===== src/rtl/edge_detector_mc.sv =====
// edge_detector_mc: multi-channel edge detector for noisy or asynchronous
// single-bit inputs. Each channel has its own synchroniser, an optional
// debounce filter, an edge detector with a runtime mode mask, and a sticky
// flag. The sticky flags are ORed together to form one interrupt line.
module edge_detector_mc #(
  parameter int CH              = 4,
  parameter int SYNC_STAGES     = 2,
  parameter int DEBOUNCE_CYCLES = 4
) (
  input  logic            clk,
  input  logic            rst_n,
  input  logic [CH-1:0]   signal_i,
  input  logic [2*CH-1:0] mode_i,
  input  logic [CH-1:0]   clear_i,
  output logic [CH-1:0]   level_o,
  output logic [CH-1:0]   detect_o,
  output logic [CH-1:0]   sticky_o,
  output logic            irq_o
);

  // Counter width is derived from the debounce depth, with a minimum of
  // one bit; no counter is built when debounce is bypassed.
  localparam int CNT_W = (DEBOUNCE_CYCLES > 0) ? $clog2(DEBOUNCE_CYCLES + 1) : 1;

  genvar gi;
  generate
    for (gi = 0; gi < CH; gi++) begin : g_ch
      logic [SYNC_STAGES-1:0] sync_q;
      logic                   sync_s;
      logic                   level;
      logic                   level_dly_q;
      logic                   rise;
      logic                   fall;
      logic                   detect;
      logic                   sticky_q;

      // Synchroniser shift chain; bit 0 captures the raw input.
      always_ff @(posedge clk or negedge rst_n) begin
        if (!rst_n) begin
          sync_q <= '0;
        end else begin
          sync_q[0] <= signal_i[gi];
          for (int k = 1; k < SYNC_STAGES; k++) begin
            sync_q[k] <= sync_q[k-1];
          end
        end
      end

      assign sync_s = sync_q[SYNC_STAGES-1];

      if (DEBOUNCE_CYCLES > 0) begin : g_deb
        // Index of the last mismatch before the filtered level is allowed
        // to follow the synchronised input.
        localparam logic [CNT_W-1:0] CNT_LAST = CNT_W'(DEBOUNCE_CYCLES - 1);

        logic [CNT_W-1:0] cnt_q;
        logic [CNT_W-1:0] cnt_d;
        logic             level_q;
        logic             level_d;

        // Count consecutive mismatching samples; commit on the D-th one.
        // A matching sample restarts the count, which rejects short glitches
        // and keeps the counter strictly below D.
        always_comb begin
          cnt_d   = '0;
          level_d = level_q;
          if (sync_s != level_q) begin
            if (cnt_q == CNT_LAST) begin
              level_d = sync_s;
              cnt_d   = '0;
            end else begin
              cnt_d = cnt_q + CNT_W'(1);
            end
          end
        end

        // Debounce state registers.
        always_ff @(posedge clk or negedge rst_n) begin
          if (!rst_n) begin
            cnt_q   <= '0;
            level_q <= 1'b0;
          end else begin
            cnt_q   <= cnt_d;
            level_q <= level_d;
          end
        end

        assign level = level_q;
      end else begin : g_nodeb
        // Debounce bypassed: the filtered level is the synchroniser output.
        assign level = sync_s;
      end

      // Previous-cycle copy of the filtered level for edge detection.
      always_ff @(posedge clk or negedge rst_n) begin
        if (!rst_n) begin
          level_dly_q <= 1'b0;
        end else begin
          level_dly_q <= level;
        end
      end

      // Edges are derived from registers only; the mode mask applies at once.
      assign rise   = level & ~level_dly_q;
      assign fall   = ~level & level_dly_q;
      assign detect = (rise & mode_i[2*gi]) | (fall & mode_i[2*gi+1]);

      // Sticky flag: a new event has priority over a simultaneous clear.
      always_ff @(posedge clk or negedge rst_n) begin
        if (!rst_n) begin
          sticky_q <= 1'b0;
        end else if (detect) begin
          sticky_q <= 1'b1;
        end else if (clear_i[gi]) begin
          sticky_q <= 1'b0;
        end
      end

      assign level_o[gi]  = level;
      assign detect_o[gi] = detect;
      assign sticky_o[gi] = sticky_q;
    end
  endgenerate

  assign irq_o = |sticky_o;

endmodule


===== config.mk =====
export PLATFORM = sky130hd
export DESIGN_NAME = edge_detector_mc
export DESIGN_NICKNAME = d
export VERILOG_FILES = /design/src/rtl/edge_detector_mc.sv
export SDC_FILE = /design/constraint.sdc
export NUM_CORES = 1
export LEC_CHECK = 0
export ABC_AREA = 1
export BUFFER_PORTS_ARGS = -buffer_cell sky130_fd_sc_hd__buf_2
export CAP_MARGIN = 20
export CORE_AREA = 2 2 108 58
export CTS_CLUSTER_SIZE = 28
export DETAILED_ROUTE_END_ITERATION = 10
export DIE_AREA = 0 0 110 60
export GPL_TIMING_DRIVEN = 0
export PLACE_DENSITY_LB_ADDON = 0.25
export SLEW_MARGIN = 20
export SYNTH_ARGS = -nofsm -noshare
export SYNTH_HDL_FRONTEND = slang
export SYNTH_SLANG_ARGS = --single-unit
export TNS_END_PERCENT = 20

===== constraint.sdc =====
create_clock -name clk -period 2.9 [get_ports clk]
set_clock_uncertainty 0.1 [all_clocks]
set_input_delay 0.29 -clock clk [delete_from_list [all_inputs] [get_ports clk]]
set_output_delay 0.29 -clock clk [all_outputs]
set_load 0.02 [all_outputs]

# Word-level counts from Yosys, hierarchy flattened

Index checks and enable logic that the tools add are counted.

Bits in registers: 32
Bits in latches: 0
RAM bits: 0
Bits in read-only memories: 0
Input bits: 18
Output and inout port bits: 13
Memories kept: 0

Add/sub/neg operators: 4
Multipliers: 0
Div/mod/pow operators: 0
Order comparisons: 0
Eq/ne operators: 8
Shift-type cells: 0
Mux-type cells: 16
Bitwise logic cells: 28
Reductions and logical operators: 9

Operator list:

| kind                | number |
|---|---|
| $mux 3              | 8 |
| $and 1x1->1         | 16 |
| $add 3x1->3 const B | 4 |
| $eq 3x2->1 const B  | 4 |
| $mux 1              | 8 |
| $not 1->1           | 8 |
| $reduce_and 2->1    | 4 |
| $reduce_bool 2->1   | 4 |
| $ne 1x1->1          | 4 |
| $or 1x1->1          | 4 |
| $reduce_or 4->1     | 1 |

# Longest topological paths before layout

Word-level depth: 5
Gate-level depth with buffers: 4
Depth with buffers taken out: 4

# Worst setup path after synthesis

OpenSTA, ideal clock, no wires.

Kind: reg-to-output
Start point: register g_ch[0].g_deb.level_q
End point: output port detect_o[0]
Data arrival time: 0.741 ns
Required time: 2.510 ns
Slack: 1.769 ns
Stages on the path, launching flop included: 5
Path through: dfrtp_1 inv_2 nand3_1 nand2_1 buf_4

Word-level cells in the longest chain between the ends: 4

RTL lines:

| what                   | RTL line | text |
|---|---|---|
| from (decl)            | 58       | `logic level_q;` |
| from (signal assigned) | 84       | `level_q <= level_d;` |
| $not 1->1              | 105      | `assign fall = ~level & level_dly_q;` |
| $and 1x1->1            | 105      |  |
| $and 1x1->1            | 106      | `assign detect = (rise & mode_i[2*gi]) \| (fall & mode_i[2*gi+1]);` |
| $or 1x1->1 *           | 106      |  |
| to (decl)              | 16       | `output logic [CH-1:0] detect_o,` |

Every way passes the cells marked *; elsewhere a longest branch is shown, timed or not.

# Worst setup path in the final report

Ends and elaborated chain as after synthesis.

==> flow_metrics.tcl <==
set metrics [dict create \
    status "complete, no violations" \
    dp_hpwl_mm 1.719 \
    tns_ps 0 \
    p_sw_w 0.0005816 \
    synth-xor-area-share 0 \
    n_fill_cell 619 \
    min_path_type "input port to register" \
    period_needed_ps 1605 \
    combPwrFrac 0.350 \
    endpoint_kind "output pin" \
    synth_largest_area_cell "dfrtp_1" \
    cts-buffers-inserted 5 \
    syn-mean-instance-area_um2 9.057 \
    first_pass_iters 4 \
    cts.sinks 32 \
    antenna_found_initial 0 \
    grt_util_all_layers 0.08316 \
    swShare 0.3480 \
    cts_tree "built" \
    drc 0 \
    multiInputGateArea_um2 367.9 \
    vias 943 \
    diodes 0 \
    synth_top_family_by_area "simple AND/OR/NAND/NOR gates" \
    drv_cap 0 \
    cp.arrival_ps 1220 \
    worstSkewPairLatency_ps 280 \
    io_buffers 30 \
    yosysSeqAreaShare 0.5855 \
    ant_nets 0 \
    ff_latch_area_um2 800.8 \
    final_common_cell "nand2_1" \
    r2r_end "g_ch[0].g_deb.cnt_q[1]$_DFF_PN0_" \
    syn_nets 173 \
    hold_violations 0 \
    synth_simple_gate_area_frac 0.2324 \
    grt_pass1_wl_mm 4.022 \
    max_freq_ghz 0.6230 \
    p_per_area_mw_per_mm2 965.2 \
    rsz0062_at_grt "no" \
    syn_inst 151 \
    synth_top_area_share 0.5855 \
    fin_nets 211 \
    synth-seq-cells 32 \
    tightest_slew_ps 722.8 \
    drive_gt1_frac 0.3211 \
    die_w_um 110 \
    postCtsHoldBufs 1 \
    die_h_um 60 \
    total_power_w 0.001671 \
    p_leak_nw 0.9640 \
    clk_pin_slew_ps 70 \
    final_cell_mix "nand2_1, dfrtp_1, buf_2" \
    yosysWarningCount 0 \
    vias_per_cell 3.532 \
    finalMaxSlewViolations 0 \
    wire_per_inst_um 8.850 \
    core_mm2 0.005731 \
    cp_max_fo 6 \
    start_util 0.2386 \
    core.rowCount 20 \
    power_frac_clock 0.248 \
    post-cts-setup-buffer-count 0 \
    startpoint_type "register" \
    dieArea_mm2 0.006600 \
    synth_fa_ha_area_frac 0.03660 \
    worst-setup-path-type "register to output pin" \
    power_frac_seq 0.402 \
    period_share 0.5535 \
    post_cts_resized 0 \
    drt_iter0_markers 73 \
    grt_pass1_vias 881 \
    min-delay-start "signal_i[0]" \
    areaGrowthSynthToFinish_pct 26.62 \
    grt_max_degree 33 \
    num_io_pins 31 \
    wirelength_mm 2.363 \
    gp_congestion 0.7054 \
    cts.path.max_buffers 2 \
    cp.required_ps 2510 \
    synthMuxAreaShare 0 \
    r2r_cells 4 \
    setup_viol_count_final 0 \
    synth-compound-area-share 0 \
    grt-ovfl-total 0 \
    min_path_cells 1 \
    root_buffer "clkbuf_8" \
    htree_levels 2 \
    yosysUniqueCellTypes 9 \
    netlist_top_cells_area "dfrtp_1, nand2_1, inv_1" \
    netlist_area_mm2 0.001368 \
    rrSetupSlack_ps 1830 \
    hold_end "g_ch[0].sync_q[0]$_DFF_PN0_" \
    relSlewSlack 0.5181 \
    rr_startpoint "g_ch[0].g_deb.cnt_q[0]$_DFF_PN0_" \
    peakVddDrop_mv 0.3671 \
    internal_power_w 0.001090 \
]
[worst max path at each step]
stage	start	endpoint	cells after the start
2_1_floorplan	g_ch[0].g_deb.level_q$_DFFE_PN0P_	detect_o[0]	4
3_3_place_gp	g_ch[2].g_deb.level_q$_DFFE_PN0P_	detect_o[2]	5
3_5_place_dp	g_ch[0].g_deb.level_q$_DFFE_PN0P_	detect_o[0]	5
4_1_cts	g_ch[0].g_deb.level_q$_DFFE_PN0P_	detect_o[0]	5
5_1_grt	g_ch[1].g_deb.level_q$_DFFE_PN0P_	detect_o[1]	5
6_report	g_ch[0].g_deb.level_q$_DFFE_PN0P_	detect_o[0]	5
[metal layers]
layer	GRT usage	part of all wire	up-vias
met2	0.1052	0.36	27
met5	0	0	-
li1	-	-	510
met1	0.1193	0.55	404
met3	0.03272	0.077	2
met4	0.04340	0.0059	0
[sequential cells by signal, summed over array words and instances (netlist names)]
signal              cells
g_ch.level_dly_q        4
g_ch.sync_q             8
g_ch.g_deb.level_q      4
g_ch.g_deb.cnt_q       12
g_ch.sticky_q           4
[cell usage after synthesis]
master and number:
inv_1 25, nor2_1 14, nand3_1 16, dfrtp_1 32
buf_4 12, nand2_1 36, inv_2 4, nand2_2 8
ha_1 4
[critical path, stage by stage, from the launching register on]
cell and delay [ps]:
dfrtp_1 450, inv_2 100, nand3_1 80, nand2_1 80, buf_4 90, buf_2 140
[cells by family after synthesis]
family	Yosys count
adder cells (fa/ha/maj)	4
buffers and inverters	41
flip-flops	32
AND/OR/NAND/NOR	74
[metrics by stage]
step	util	setup slack [ps]	area [µm²]	hold WS, ps	instances
after global placement	0.2817	1581	1614	233.7	258
after CTS	0.3022	1268	1732	3.336	267
final	0.3022	1295	1732	15.81	267
after global routing	0.3022	1168	1732	0.3671	267
after detailed placement	0.2817	1586	1614	236.2	258
after floorplan	-	1769	1368	-105.6	151
[cell type report]
type	count	area share
well taps	77	0.05564
inverters	29	0.06286
flip-flops and latches	32	0.4624
clock inverters	2	0.02023
plain buffers	12	0.05202
clock buffers	6	0.04191
repair buffers	31	0.09249
multi-input cells	78	0.2124
[power by group through the flow]
stage                     Combinational [W]  Clock (W)  Sequential, W
after floorplan                    0.000456          0       0.000654
after global placement             0.000586          0       0.000682
after detailed placement           0.000591          0       0.000683
after CTS                          0.000593   0.000436       0.000676
after global routing               0.000675   0.000454       0.000697
final                              0.000585   0.000414       0.000672
Power figures use the tool's default switching activity.
